<file path="src/rtl/memaccess_ctrl.sv">
// LC-3 memory-access stage: sequences direct and indirect loads/stores against a
// variable-latency data memory, with a per-phase ack timeout.
module memaccess_ctrl #(
  parameter int DATA_W  = 16,
  parameter int TIMEOUT = 255
) (
  input  logic              clock,
  input  logic              reset,
  input  logic              req_valid,
  output logic              req_ready,
  input  logic              req_write,
  input  logic              MControl,
  input  logic [DATA_W-1:0] MAddr,
  input  logic [DATA_W-1:0] MData,
  output logic              DMem_en,
  output logic              DMem_rd,
  output logic [DATA_W-1:0] DMem_addr,
  output logic [DATA_W-1:0] DMem_din,
  input  logic              DMem_ack,
  input  logic [DATA_W-1:0] DMem_out,
  output logic [DATA_W-1:0] memout,
  output logic              completedata,
  output logic              err
);

  localparam logic [1:0] S_IDLE = 2'd0;
  localparam logic [1:0] S_IND  = 2'd1;
  localparam logic [1:0] S_ACC  = 2'd2;
  localparam logic [1:0] S_DONE = 2'd3;

  // Counter value in the last cycle a phase may wait before it is abandoned.
  localparam logic [7:0] CNT_LAST = 8'(TIMEOUT - 1);

  logic [1:0]        state_reg;
  logic              write_reg;
  logic              ind_reg;
  logic [DATA_W-1:0] addr_reg;
  logic [DATA_W-1:0] data_reg;
  logic [DATA_W-1:0] ptr_reg;
  logic [7:0]        cnt_reg;
  logic [DATA_W-1:0] memout_reg;
  logic              err_reg;

  always_ff @(posedge clock or negedge reset) begin
    if (!reset) begin
      state_reg  <= S_IDLE;
      write_reg  <= 1'b0;
      ind_reg    <= 1'b0;
      addr_reg   <= '0;
      data_reg   <= '0;
      ptr_reg    <= '0;
      cnt_reg    <= '0;
      memout_reg <= '0;
      err_reg    <= 1'b0;
    end else begin
      case (state_reg)
        S_IDLE: begin
          if (req_valid) begin
            write_reg <= req_write;
            ind_reg   <= MControl;
            addr_reg  <= MAddr;
            data_reg  <= MData;
            err_reg   <= 1'b0;
            cnt_reg   <= '0;
            state_reg <= MControl ? S_IND : S_ACC;
          end
        end
        S_IND: begin
          // Ack takes priority over an expiring timeout in the same cycle.
          if (DMem_ack) begin
            ptr_reg   <= DMem_out;
            cnt_reg   <= '0;
            state_reg <= S_ACC;
          end else if (cnt_reg == CNT_LAST) begin
            err_reg   <= 1'b1;
            state_reg <= S_DONE;
          end else begin
            cnt_reg <= cnt_reg + 8'd1;
          end
        end
        S_ACC: begin
          if (DMem_ack) begin
            if (!write_reg) memout_reg <= DMem_out;
            state_reg <= S_DONE;
          end else if (cnt_reg == CNT_LAST) begin
            err_reg   <= 1'b1;
            state_reg <= S_DONE;
          end else begin
            cnt_reg <= cnt_reg + 8'd1;
          end
        end
        default: state_reg <= S_IDLE;
      endcase
    end
  end

  // Port outputs are pure decodes of registered state; no input reaches an output.
  assign req_ready    = (state_reg == S_IDLE);
  assign DMem_en      = (state_reg == S_IND) || (state_reg == S_ACC);
  assign completedata = (state_reg == S_DONE);
  assign DMem_rd      = !((state_reg == S_ACC) && write_reg);
  assign DMem_din     = ((state_reg == S_ACC) && write_reg) ? data_reg : '0;
  assign memout       = memout_reg;
  assign err          = err_reg;

  always_comb begin
    DMem_addr = '0;
    if (state_reg == S_IND)      DMem_addr = addr_reg;
    else if (state_reg == S_ACC) DMem_addr = ind_reg ? ptr_reg : addr_reg;
  end

endmodule

</file>
<file path="config.mk">
export PLATFORM = sky130hd
export DESIGN_NAME = memaccess_ctrl
export DESIGN_NICKNAME = d
export VERILOG_FILES = /design/src/rtl/memaccess_ctrl.sv
export SDC_FILE = /design/constraint.sdc
export NUM_CORES = 1
export LEC_CHECK = 0
export CELL_PAD_IN_SITES_DETAIL_PLACEMENT = 0
export CELL_PAD_IN_SITES_GLOBAL_PLACEMENT = 1
export CORE_MARGIN = 4
export CORE_UTILIZATION = 24
export DETAILED_ROUTE_END_ITERATION = 7
export PLACE_DENSITY_LB_ADDON = 0.1
export SKIP_CTS_REPAIR_TIMING = 1
export SLEW_MARGIN = 10
export SYNTH_ARGS = -nofsm -noshare
export SYNTH_HDL_FRONTEND = slang
export SYNTH_SLANG_ARGS = --single-unit
export TNS_END_PERCENT = 100
</file>
<file path="constraint.sdc">
create_clock -name clock -period 1.9 [get_ports clock]
set_input_delay 0.285 -clock clock [delete_from_list [all_inputs] [get_ports clock]]
set_output_delay 0.285 -clock clock [all_outputs]
set_load 0.05 [all_outputs]
</file>
## After elaboration in Yosys (flattened, before gate mapping)

Cells that the tools add are included.

- Bits in registers: 77
- Bits in latches: 0
- Bits in writable memories: 0
- Bits in read-only memories: 0
- Input bits: 54
- Output and inout port bits: 53
- Logic and storage cells: 50
- Memories kept: 0

- Add/subtract/negate cells: 1
- $mul: 0
- Div/mod/pow operators: 0
- $lt $le $gt $ge: 0
- Equality and inequality tests: 8
- Shift-type cells: 0
- Multiplexer cells: 19
- Bitwise gates (word level): 1
- Reductions and logical operators: 12

Operator list:

| cell | number |
|---|---|
| $mux 16 | 4 |
| $mux 8 | 4 |
| $pmux 8 s3 | 1 |
| $mux 2 | 5 |
| $add 8x1->8 const B | 1 |
| $eq 8x8->1 const B | 1 |
| $ne 2x2->1 const B | 3 |
| $pmux 2 s3 | 1 |
| $reduce_and 3->1 | 2 |
| $eq 2x2->1 const B | 2 |
| $reduce_and 2->1 | 2 |
| $reduce_and 4->1 | 1 |
| $mux 1 | 3 |
| $reduce_bool 3->1 | 1 |
| $eq 2x1->1 const B | 1 |
| $logic_not 2->1 | 1 |
| $ne 2x1->1 const B | 1 |
| $pmux 1 s2 | 1 |
| $reduce_bool 2->1 | 1 |
| $reduce_or 2->1 | 1 |
| $logic_and 1x1->1 | 1 |
| $logic_not 1->1 | 1 |
| $logic_or 1x1->1 | 1 |
| $not 1->1 | 1 |

## Logic depth before layout (Yosys ltp)

- Depth after elaboration: 4
- Mapped depth: 8
- Mapped depth without buffers: 6

## Worst setup path after synthesis

OpenSTA, ideal clock, no wires.

- Path kind: flip-flop to output port
- Start: register state_reg[1]
- End: output port DMem_addr[10]
- Arrival: 2.224 ns
- Required time: 1.615 ns
- Setup slack: -0.609 ns
- Stages on the path, launching flop included: 9
- Buffers on the path: 3
- Cells stage by stage: dfrtp_1 inv_1 ha_1 buf_2 nand2b_1 clkbuf_1 clkbuf_1 nand2_1 a21oi_1

- Longest elaborated chain between the ends: 3
- Elaborated cells between the ends (all ways): 4
- Those cells by class: eq/ne (2); mux (2)

RTL lines:

| element | RTL line | source |
|---|---|---|
| start: declaration | 34 | `logic [1:0] state_reg;` |
| start signal: assignment | 65 | `state_reg <= MControl ? S_IND : S_ACC;` |
| $eq 2x2->1 | 109 | `else if (state_reg == S_ACC) DMem_addr = ind_reg ? ptr_reg : addr_reg;` |
| $mux 16 | 109 |  |
| $mux 16 (*) | 108 | `if (state_reg == S_IND) DMem_addr = addr_reg;` |
| end: declaration | 17 | `output logic [DATA_W-1:0] DMem_addr,` |

Mark *: on every way between the ends. The rest lies on a longest branch, timed or not.

## Worst setup path in the final report

- Start: register state_reg[1]
- End: output port DMem_addr[0]

Same word-level chain as after synthesis.

==> results.yml <==
run_status:
  status: "finished, violations left"
  violations: "negative setup slack"
floorplanning:
  die_area_um2: 16900
  initial_utilization_pct: 24.5
  num_io_pins: 107
  core-area_um2: 14600
  placementRows: 44
  chipHeight_um: 130
  floorplan.die.width_um: 130
worst_setup_path:
  timing.critical_path.to_type: "output pin"
  reg2reg_setup_slack_ns: 0.17
  worst-endpoint-arrival_ns: 1.75
  category_of_the_most_critical_setup_path: "flop to output pin"
  rr_worst_depth: 7
  crit_required_ns: 1.62
  worst-path-max-fanout: 6
  start_kind: "flop"
synth:
  synthesis.nets: 360
  ys_warn_count: 0
  synth.cell_area_um2: 3580
  ys_dominant_reg_cell: "sky130_fd_sc_hd__dfrtp_1"
  ys_async_sr_fraction_pct: 100
  yosys_register_bits: 77
  postSynthAreaPerCell_um2: 12.0
  synth.area.top_cells: "sky130_fd_sc_hd__dfrtp_1 54%, sky130_fd_sc_hd__mux2_2 17%, sky130_fd_sc_hd__mux2_4 4.2%"
  yosys.cell_types.count: 36
  synthDominantAreaCellType: "sky130_fd_sc_hd__dfrtp_1"
  synth_enable_flop_cells: 0
  syn-instance-count: 299
  synth.yosys.seq_area_share_pct: 53.8
  yosys.area.top_type_share_pct: 53.8
placement:
  buffer_ports.inserted: 106
  place_area_um2: 5520
  placer_congestion_estimate: 0.727
  post-dp-hpwl_um: 6990
global_routing:
  aggregate_global_route_resource_usage_pct: 12.4
  first_pass_grt_wire_length_um: 15800
  grt_start_max_net_pins: 56
  antenna_found_initial: 0
  grt_pass1_vias: 2948
  gr-total-overflow: 0
timing:
  timing_worst_slew_pin_value_ns: 0.522
  minimum_clock_period_after_layout_ns: 2.04
  timing.final.ws_setup_ns: -0.136
  hold_viol_final: 0
  setup_viol: 16
  clock_skew_ns: 0.00612
  final_max_slew_viol_count: 0
  slew-limit-headroom_pct: 65.1
  setup_repair_after_global_routing_missed_its_margin: "yes"
  final.period_utilization_pct: 107
  fmax_mhz: 491
power_and_ir_drop:
  p_total_uw: 12500
  ir_drop_v: 0.000763
  power_density_nw_per_um2: 2040
  power.leakage_uw: 0.00257
finish:
  final_area_um2: 6120
  nNetsFinal: 486
  synthToLayoutAreaGrowth_pct: 70.9
  diodes: 0
  fillerInstances: 1343
  drive_above_1_share_pct: 47.7
routing:
  routed-via-count: 2779
  finalWirelength_um: 10200
  route.detailed.wl_per_inst_um: 16.7
  drt_iter0_markers: 138
  antenna_violation_net_count_after_detailed_routing: 0
  detail_route.vias_per_cell: 4.53
  drt-pass1-iter-count: 4
  remaining_drc_errors: 0
clock_network:
  cts_tree: "yes"
  cts-root-to-sink-buffers: 2
  clock_latency_ns: 0.34
  numCtsBuffers: 9
  clkSinkCount: 77
  clk_pin_slew_worst_paths_ns: 0.06
  cts-root-buf: "sky130_fd_sc_hd__clkbuf_16"
  h-tree-depth: 3
min_path:
  worstHoldPathType: "input pin to asynchronous set/reset pin"
job:
  max_cap_violations: 0
[layout make-up]
class	instances	area, um2	share of cell area [%]
tap	184	230	3.76
clock buffer	13	260	4.26
clock inverter	3	43.8	0.716
multi-input combinational	200	1910	31.3
timing repair buffer	132	1720	28.1
inverter	5	18.8	0.307
sequential	77	1930	31.5
[logic make-up (layout without fill, tap and decap cells)]
logic type | after synthesis | after routing | share of synthesized area [%]
AND/OR/NAND/NOR | 80 | 80 | 10.7
buffers and inverters | 22 | 153 | 2.76
flip-flops | 77 | 77 | 53.8
adder cells (fa/ha/maj) | 7 | 7 | 2.45
multiplexers | 65 | 65 | 21.5
AO/OA/AOI/OAI | 48 | 48 | 8.71
[power by group]
group | switching (uW) | internal [uW]
clock | 681 | 1090
combinational | 4120 | 3730
sequential | 450 | 2400
total | 5250 | 7230
[cells in the mapped netlist (all sizes together), types with 2 or more instances]
library cell	instances
and3	16
o21a	2
inv	5
a21o	4
o21ai	5
o22a	2
a21oi	24
mux2	65
nand4	2
dfrtp	77
a31o	2
clkbuf	9
or2	2
nand2b	2
nor4	3
nand2	40
a211oi	2
ha	7
nand3	2
nor2b	3
buf	8
nor3	2
nor2	6
[stage by stage]
step | std cells | hold WS, ns | setup slack [ns] | utilization [%] | TNS (ns)
CTS | 608 | -0.153 | -0.330 | 39.9 | -6.29
detailed placement | 592 | 0.221 | 0.0270 | 37.8 | 0
global placement | 592 | 0.213 | 0.0247 | 37.8 | 0
global route | 614 | 0.419 | -0.206 | 41.9 | -3.12
floorplan | 299 | -0.0106 | -0.00274 | - | -0.0274
finish | 614 | 0.395 | -0.136 | 41.9 | -1.92
[placed cells by master, fill, tap and decap left out, types with 2 or more instances in the layout]
cell type / count
sky130_fd_sc_hd__a211oi_1: 2
sky130_fd_sc_hd__a21o_1: 4
sky130_fd_sc_hd__a21oi_1: 8
sky130_fd_sc_hd__a21oi_4: 15
sky130_fd_sc_hd__a31o_2: 2
sky130_fd_sc_hd__and3_2: 6
sky130_fd_sc_hd__and3_4: 10
sky130_fd_sc_hd__buf_12: 41
sky130_fd_sc_hd__buf_4: 14
sky130_fd_sc_hd__buf_6: 6
sky130_fd_sc_hd__clkbuf_1: 2
sky130_fd_sc_hd__clkbuf_16: 10
sky130_fd_sc_hd__clkbuf_8: 2
sky130_fd_sc_hd__clkdlybuf4s50_1: 69
sky130_fd_sc_hd__dfrtp_1: 75
sky130_fd_sc_hd__dfrtp_2: 2
sky130_fd_sc_hd__ha_1: 4
sky130_fd_sc_hd__ha_4: 3
sky130_fd_sc_hd__inv_1: 3
sky130_fd_sc_hd__inv_2: 2
sky130_fd_sc_hd__mux2_2: 55
sky130_fd_sc_hd__mux2_4: 10
sky130_fd_sc_hd__nand2_1: 24
sky130_fd_sc_hd__nand2_2: 15
sky130_fd_sc_hd__nand2b_4: 2
sky130_fd_sc_hd__nand3_1: 2
sky130_fd_sc_hd__nand4_1: 2
sky130_fd_sc_hd__nor2_1: 5
sky130_fd_sc_hd__nor2b_1: 2
sky130_fd_sc_hd__nor3_1: 2
sky130_fd_sc_hd__nor4_1: 3
sky130_fd_sc_hd__o21a_1: 2
sky130_fd_sc_hd__o21ai_0: 4
sky130_fd_sc_hd__o22a_1: 2
sky130_fd_sc_hd__or2_1: 2
[critical path: stages (launching register included)]
cell	delay [ns]
sky130_fd_sc_hd__dfrtp_2	0.42
sky130_fd_sc_hd__inv_2	0.07
sky130_fd_sc_hd__ha_4	0.18
sky130_fd_sc_hd__nor2b_4	0.16
sky130_fd_sc_hd__buf_6	0.16
sky130_fd_sc_hd__nand2_1	0.08
sky130_fd_sc_hd__a21oi_2	0.19
sky130_fd_sc_hd__buf_12	0.16
[worst paths after layout]
check | from | to
worst min-delay path | reset | memout[8]
max in group asynchronous | reset | state_reg[0]
worst max-delay path | state_reg[1] | DMem_addr[0]
worst min register to register | data_reg[7] | data_reg[7]
min in group clock | data_reg[7] | data_reg[7]
worst max register to register | state_reg[1] | cnt_reg[1]
[layer usage]
metal | GRT usage [%] | part of all wire (%) | vias up
met5 | 0 | 0 | -
met4 | 5.13 | 1.5 | 0
met3 | 3.81 | 6.2 | 10
met2 | 19.6 | 48 | 70
met1 | 15.7 | 44 | 1382
li1 | - | - | 1317
No activity file was read; power rests on OpenSTA's default activity.
